[config.mk]
export PLATFORM = sky130hd
export DESIGN_NAME = rpm_period_averager
export DESIGN_NICKNAME = d
export VERILOG_FILES = /design/src/rtl/rpm_avg_pkg.sv /design/src/rtl/rpm_avg_ring.sv /design/src/rtl/rpm_period_averager.sv
export SDC_FILE = /design/constraint.sdc
export NUM_CORES = 1
export LEC_CHECK = 0
export CORE_ASPECT_RATIO = 1.75
export CORE_MARGIN = 2
export CORE_UTILIZATION = 30
export DETAILED_ROUTE_END_ITERATION = 8
export PLACE_DENSITY = 0.53
export SLEW_MARGIN = 10
export SYNTH_ARGS = -nofsm -noshare
export SYNTH_HDL_FRONTEND = slang
export SYNTH_SLANG_ARGS = --single-unit
[constraint.sdc]
create_clock -name clk -period 7.93 [get_ports clk]
set_input_delay 0.793 -clock clk [delete_from_list [all_inputs] [get_ports clk]]
set_output_delay 0.793 -clock clk [all_outputs]
set_load 0.05 [all_outputs]
[src/rtl/rpm_avg_pkg.sv]
// rpm_avg_pkg: shared types and defaults for the crank tooth-period averager.
//   avg_state_e    : window state, FILL while fewer than DEPTH samples are held,
//                    RUN once the window is full.
//   sum_width_for  : minimum running-sum width for a given sample width/depth.
//   DEF_*          : default parameter values used by rpm_period_averager.
package rpm_avg_pkg;

  typedef enum logic {
    FILL = 1'b0,
    RUN  = 1'b1
  } avg_state_e;

  localparam int DEF_INPUT_WIDTH  = 16;
  localparam int DEF_DEPTH_LOG2   = 3;
  localparam int DEF_REJECT_LIMIT = 3;

  // A sum of 2^depth_log2 samples of input_width bits never needs more bits.
  function automatic int sum_width_for(input int input_width, input int depth_log2);
    return input_width + depth_log2;
  endfunction

endpackage

[src/rtl/rpm_avg_ring.sv]
// rpm_avg_ring: DEPTH x INPUT_WIDTH ring storage for the period window.
// A single write port and a combinational read share one address, so the
// read returns the oldest sample that the current write is about to replace.
// The array has no reset; stale contents are ignored by the controller.
//   clk   in  : clock
//   we    in  : write enable
//   addr  in  : write / read address (ring write pointer)
//   wdata in  : sample to store
//   rdata out : current contents at addr (oldest sample)
module rpm_avg_ring #(
  parameter int INPUT_WIDTH = 16,
  parameter int DEPTH_LOG2  = 3
) (
  input  logic                   clk,
  input  logic                   we,
  input  logic [DEPTH_LOG2-1:0]  addr,
  input  logic [INPUT_WIDTH-1:0] wdata,
  output logic [INPUT_WIDTH-1:0] rdata
);

  logic [INPUT_WIDTH-1:0] mem [2**DEPTH_LOG2];

  always_ff @(posedge clk) begin
    if (we) mem[addr] <= wdata;
  end

  assign rdata = mem[addr];

endmodule

[src/rtl/rpm_period_averager.sv]
// rpm_period_averager: moving average of the last 2^DEPTH_LOG2 crank tooth
// periods, kept as an incremental running sum (add newest, subtract oldest).
// Optional feature macro: RPM_AVG_OUTLIER_REJECT_EN enables outlier rejection
// in RUN (sample > 2*avg or 2*sample < avg) with a resync after REJECT_LIMIT
// consecutive rejects. Without it every sample is accepted and reject is 0.
//   clk          in  : clock, all logic on posedge
//   reset        in  : asynchronous active-low reset
//   clear        in  : synchronous flush of window, sum and count (wins over a sample)
//   sample_valid in  : one-cycle strobe, sample accepted on this edge
//   sample       in  : tooth period in timer ticks
//   avg          out : sum >> DEPTH_LOG2, held between updates
//   avg_valid    out : one-cycle pulse after avg is updated from a full window
//   full         out : window holds DEPTH samples
//   fill_count   out : samples in window, 0..DEPTH
//   sum          out : running sum of the window
//   reject       out : one-cycle pulse when a sample is discarded
module rpm_period_averager
  import rpm_avg_pkg::*;
#(
  parameter int INPUT_WIDTH  = DEF_INPUT_WIDTH,
  parameter int DEPTH_LOG2   = DEF_DEPTH_LOG2,
  parameter int SUM_WIDTH    = sum_width_for(INPUT_WIDTH, DEPTH_LOG2),
  parameter int REJECT_LIMIT = DEF_REJECT_LIMIT
) (
  input  logic                   clk,
  input  logic                   reset,
  input  logic                   clear,
  input  logic                   sample_valid,
  input  logic [INPUT_WIDTH-1:0] sample,
  output logic [INPUT_WIDTH-1:0] avg,
  output logic                   avg_valid,
  output logic                   full,
  output logic [DEPTH_LOG2:0]    fill_count,
  output logic [SUM_WIDTH-1:0]   sum,
  output logic                   reject
);

  localparam int DEPTH = 1 << DEPTH_LOG2;
  localparam logic [DEPTH_LOG2:0] LAST_FILL = (DEPTH_LOG2 + 1)'(DEPTH - 1);

  if (DEPTH_LOG2 < 1 || DEPTH_LOG2 > 6 || SUM_WIDTH < INPUT_WIDTH + DEPTH_LOG2 ||
      REJECT_LIMIT < 1) begin : g_param_check
    $error("rpm_period_averager: illegal parameter combination");
  end

  function automatic logic [INPUT_WIDTH-1:0] avg_of(input logic [SUM_WIDTH-1:0] s);
    return INPUT_WIDTH'(s >> DEPTH_LOG2);
  endfunction

  avg_state_e             state_p1, state_nx;
  logic [DEPTH_LOG2-1:0]  wr_ptr_p1, wr_ptr_nx;
  logic [DEPTH_LOG2:0]    fill_p1, fill_nx;
  logic [SUM_WIDTH-1:0]   sum_p1, sum_nx;
  logic [INPUT_WIDTH-1:0] avg_p1, avg_nx;
  logic                   vld_p1, vld_nx;
  logic                   ring_we;
  logic [INPUT_WIDTH-1:0] oldest;
  logic                   take;
  logic                   flush;

`ifdef RPM_AVG_OUTLIER_REJECT_EN
  localparam int RC_W = $clog2(REJECT_LIMIT + 1);
  localparam logic [RC_W-1:0] RC_LAST = RC_W'(REJECT_LIMIT - 1);

  logic [RC_W-1:0] rej_cnt_p1, rej_cnt_nx;
  logic            rej_p1, rej_nx;
  logic            outlier;

  // Compared against the avg held before this edge; one extra bit avoids overflow of 2x.
  assign outlier = (state_p1 == RUN) &&
                   (({1'b0, sample} > {avg_p1, 1'b0}) || ({sample, 1'b0} < {1'b0, avg_p1}));
`endif

  rpm_avg_ring #(
    .INPUT_WIDTH (INPUT_WIDTH),
    .DEPTH_LOG2  (DEPTH_LOG2)
  ) u_ring (
    .clk   (clk),
    .we    (ring_we),
    .addr  (wr_ptr_p1),
    .wdata (sample),
    .rdata (oldest)
  );

  always_comb begin
    state_nx  = state_p1;
    wr_ptr_nx = wr_ptr_p1;
    fill_nx   = fill_p1;
    sum_nx    = sum_p1;
    avg_nx    = avg_p1;
    vld_nx    = 1'b0;
    ring_we   = 1'b0;
    take      = sample_valid && !clear;
    flush     = clear;
`ifdef RPM_AVG_OUTLIER_REJECT_EN
    rej_nx     = 1'b0;
    rej_cnt_nx = rej_cnt_p1;
    if (clear) begin
      rej_cnt_nx = '0;
    end else if (take && outlier) begin
      take   = 1'b0;
      rej_nx = 1'b1;
      // The reject that reaches the limit resyncs the window.
      if (rej_cnt_p1 == RC_LAST) begin
        flush      = 1'b1;
        rej_cnt_nx = '0;
      end else begin
        rej_cnt_nx = rej_cnt_p1 + RC_W'(1);
      end
    end else if (take) begin
      rej_cnt_nx = '0;
    end
`endif
    if (flush) begin
      // Ring contents stay stale; fill_count tracks which entries are meaningful.
      sum_nx    = '0;
      fill_nx   = '0;
      wr_ptr_nx = '0;
      state_nx  = FILL;
    end else if (take) begin
      ring_we   = 1'b1;
      wr_ptr_nx = wr_ptr_p1 + DEPTH_LOG2'(1);
      if (state_p1 == FILL) begin
        sum_nx  = sum_p1 + SUM_WIDTH'(sample);
        fill_nx = fill_p1 + (DEPTH_LOG2 + 1)'(1);
        if (fill_p1 == LAST_FILL) begin
          state_nx = RUN;
          avg_nx   = avg_of(sum_nx);
          vld_nx   = 1'b1;
        end
      end else begin
        // oldest is part of sum_p1, so the subtraction cannot underflow.
        sum_nx = sum_p1 + SUM_WIDTH'(sample) - SUM_WIDTH'(oldest);
        avg_nx = avg_of(sum_nx);
        vld_nx = 1'b1;
      end
    end
  end

  // Stage p1: window state, sum/avg and the one-cycle pulses.
  always_ff @(posedge clk or negedge reset) begin
    if (!reset) begin
      state_p1  <= FILL;
      wr_ptr_p1 <= '0;
      fill_p1   <= '0;
      sum_p1    <= '0;
      avg_p1    <= '0;
      vld_p1    <= 1'b0;
    end else begin
      state_p1  <= state_nx;
      wr_ptr_p1 <= wr_ptr_nx;
      fill_p1   <= fill_nx;
      sum_p1    <= sum_nx;
      avg_p1    <= avg_nx;
      vld_p1    <= vld_nx;
    end
  end

`ifdef RPM_AVG_OUTLIER_REJECT_EN
  always_ff @(posedge clk or negedge reset) begin
    if (!reset) begin
      rej_cnt_p1 <= '0;
      rej_p1     <= 1'b0;
    end else begin
      rej_cnt_p1 <= rej_cnt_nx;
      rej_p1     <= rej_nx;
    end
  end

  assign reject = rej_p1;
`else
  assign reject = 1'b0;
`endif

  assign avg        = avg_p1;
  assign avg_valid  = vld_p1;
  assign full       = (state_p1 == RUN);
  assign fill_count = fill_p1;
  assign sum        = sum_p1;

endmodule

==> impl_results.md <==
- CTS sink cnt: approximately 170
- Delay-heaviest family, CP: compound AO/OA/AOI/OAI gates
- Mean Syn Cell Area: between 10 and 15 µm²
- Sequential-to-total area share from yosys stat: 0.578
- Die area: about 30000 µm²
- Max Cap Violations: 0
- CP Launch Point: wr_ptr_p1[1]
- Yosys warns: 0
- Vias: 5765
- Vias in the first global route: 5900
- RSZ-0062 raised after global routing: false
- Nets: slightly above 800
- GPL Wtd Cong: a little under 0.9
- Number of H-tree levels: 4
- Crit path time final: 5.06 ns
- Cell Rows: 81
- All-layer global routing usage: 0.151
- Clock transition at path regs: about 0.070 ns
- CTS Hold Bufs: 0
- Final Slew Violations: 0
- Layout Skew: between 0.01 and 0.015 ns
- Mapped Nets: between 700 and 800
- Max IR drop VDD: 0.132 mV
- Final setup fails: 0
- Critical Path Most Common Cell: a31oi_1
- Global-route wire length before repair: roughly 34000 µm
- Reg2reg end: sum[18]
- DRC Markers: 0
- Setup TNS: 0 ns
- Largest net degree at the start of global routing: between 40 and 50
- CTS tree: built
- Worst path bufs/invs: 1
- Leakage: ~3.7 nW
- Fmax: 0.198 GHz
- Worst path slowest cell: dfrtp_2
- R2r worst-path depth: 17
- Diodes inserted: 0
- Critical setup path kind: reg2reg
- Post-Layout Cell Count: roughly 1100
- Pwr dens: between 200 and 300 nW/µm²
- Crit path max fanout: 33
- Io pins: between 60 and 70
- Post-Route WL: 21800 µm
- Post-synth top area cell: edfxtp_1
- Post-route ant nets: 0
- Data arrival, critical path: roughly 5.4 ns
- Fin crit share: 0.638
- Post-CTS Setup Bufs: 0
- Core Util, Final: 0.366
- Clk_lat worst skew: between 0.4 and 0.5 ns
- Critical path launch point type: register
- Status: finished, final reports clean
- Setup WS post-layout: 2.87 ns
- EDFF count, synth: approximately 130
- Drt first pass iters: 4
- Cells along the critical path: buf_4 -> mux2_2 -> a22oi_1 -> o22a_1 -> o21ai_0 -> ha_1 -> fa_1 -> nand2b_1 -> a21oi_1 -> o31ai_1 -> a31oi_1 -> nand2_1 -> a31oi_1 -> o221ai_1 -> nand4_1 -> nor2_1 -> a221o_1
- Critical path capture point type: register
- Slew @ Worst Pin: 0.903 ns
- Cell variety after synth: 70
- DP HPWL: 15200 µm
- R2r setup slk: roughly 2.9 ns
- Die Ht: approximately 230 µm
- Critical Path RT: 8.26 ns
- CP Capture Point: sum[18]
- Port Buffers: 60
- Initial DRC count: 256
- Post-Syn Area: between 8000 and 9000 µm²
- Clock root buffer: clkbuf_16
- Clock Path Buffers: 2
- DP Cell Count: between 1000 and 1500
- Area delta synth->final: 19.6%
- PostCTS Resize Cnt: 0
- Dominant synthesized flop cell: edfxtp_1
- Synth area leaders: edfxtp_1, dfrtp_1, ha_1
- Hold Path Class: in2async
- Initial Utilization: 0.306
- Initial antenna violation count: 0
- Vias/cell: ~5.0
- RR Startpoint: wr_ptr_p1[1]
- TritonCTS buffer count: 17
- CP Depth: 17
- Pre-CTS setup slack: 2.51 ns
- Top cells by count, synth: edfxtp_1, nor2_1, nand2_1, dfrtp_1, ha_1
- Chip width: 132 µm
- Hold Vio Cnt, Final: 0
- Core area: between 20000 and 30000 µm²
- Yosys top cell area share: 0.449
- Max stage delay on crit path: between 0.5 and 0.6 ns
- Ys async rst share: 0.256
- Layout cell share with drive strength beyond 1: 0.139
- Avg WL per Cell: about 19 µm
- Synthesis-stage register bit count: 172
- Top-count cell post-synth: edfxtp_1
- Max-slew headroom: 0.398
- Total congestion overflow: 0
- Gate Count Post-Synth: between 600 and 700
[power by group]
part           total (mW)  internal, mW  switching (mW)  leakage (nW)
logic               0.678         0.272           0.406          1.65
registers            1.03         0.995          0.0307          1.75
clock network       0.853         0.475           0.378         0.285
total                2.56          1.74           0.814          3.69
[logic make-up (layout without fill, tap and decap cells)]
group | count (synthesis) | after routing | synth area share
fa+ha+maj | 34 | 34 | 0.0512
mux | 58 | 58 | 0.0806
simple gates | 193 | 193 | 0.102
compound gates | 159 | 159 | 0.131
other cells | 1 | 1 | 0.000438
buf+inv | 47 | 123 | 0.0243
flops | 172 | 172 | 0.578
xor+xnor | 29 | 29 | 0.0323
[placed cells by master, fill, tap and decap left out, types with 21 or more instances in the layout]
master	netlist	routed
dfrtp_1	44	42
ha_1	31	31
edfxtp_1	128	128
mux2i_1	28	28
mux2_2	23	23
clkdlybuf4s50_1	0	59
o21ai_0	25	24
a22oi_1	22	22
nand2_1	46	46
nor2_1	79	79
a21oi_1	21	21
[area by class of cell]
class	count	area (µm²)
fill	2802	17700
sequential	172	4950
multi-input combinational	474	3430
timing repair buffer	77	723
tap	373	467
clock buffer	17	425
clock inverter	15	180
inverter	14	52.6
[flip-flops by register name, summed over array words and instances (netlist names)]
signal,cells
avg_valid,1
avg,16
sum,19
wr_ptr_p1,3
fill_count,4
u_ring.mem,128
full,1
[worst min path at each step]
stage,from,to,slack (ns)
2_1_floorplan,reset,avg[0],0.50
3_3_place_gp,avg[9],avg[9],0.47
3_5_place_dp,avg[12],avg[12],0.47
4_1_cts,reset,sum[16],0.46
5_1_grt,reset,wr_ptr_p1[2],0.50
6_report,reset,wr_ptr_p1[2],0.44
[routing by layer]
metal,GRT usage,vias up,share of wire
met5,0,-,0
met2,0.275,127,0.52
met3,0.0243,31,0.032
met4,0.0575,0,0.020
met1,0.179,2865,0.42
li1,-,2742,-
[stage by stage]
step / cell area (µm²) / hold WS (ns) / total power [mW]
2_1_floorplan: 8550 / 0.497 / 1.54
3_3_place_gp: 9620 / 0.469 / 1.72
3_5_place_dp: 9620 / 0.469 / 1.72
4_1_cts: 10200 / 0.462 / 2.59
5_1_grt: 10200 / 0.496 / 2.68
6_report: 10200 / 0.442 / 2.56
Note: power is estimated with default switching activity, not from simulation.
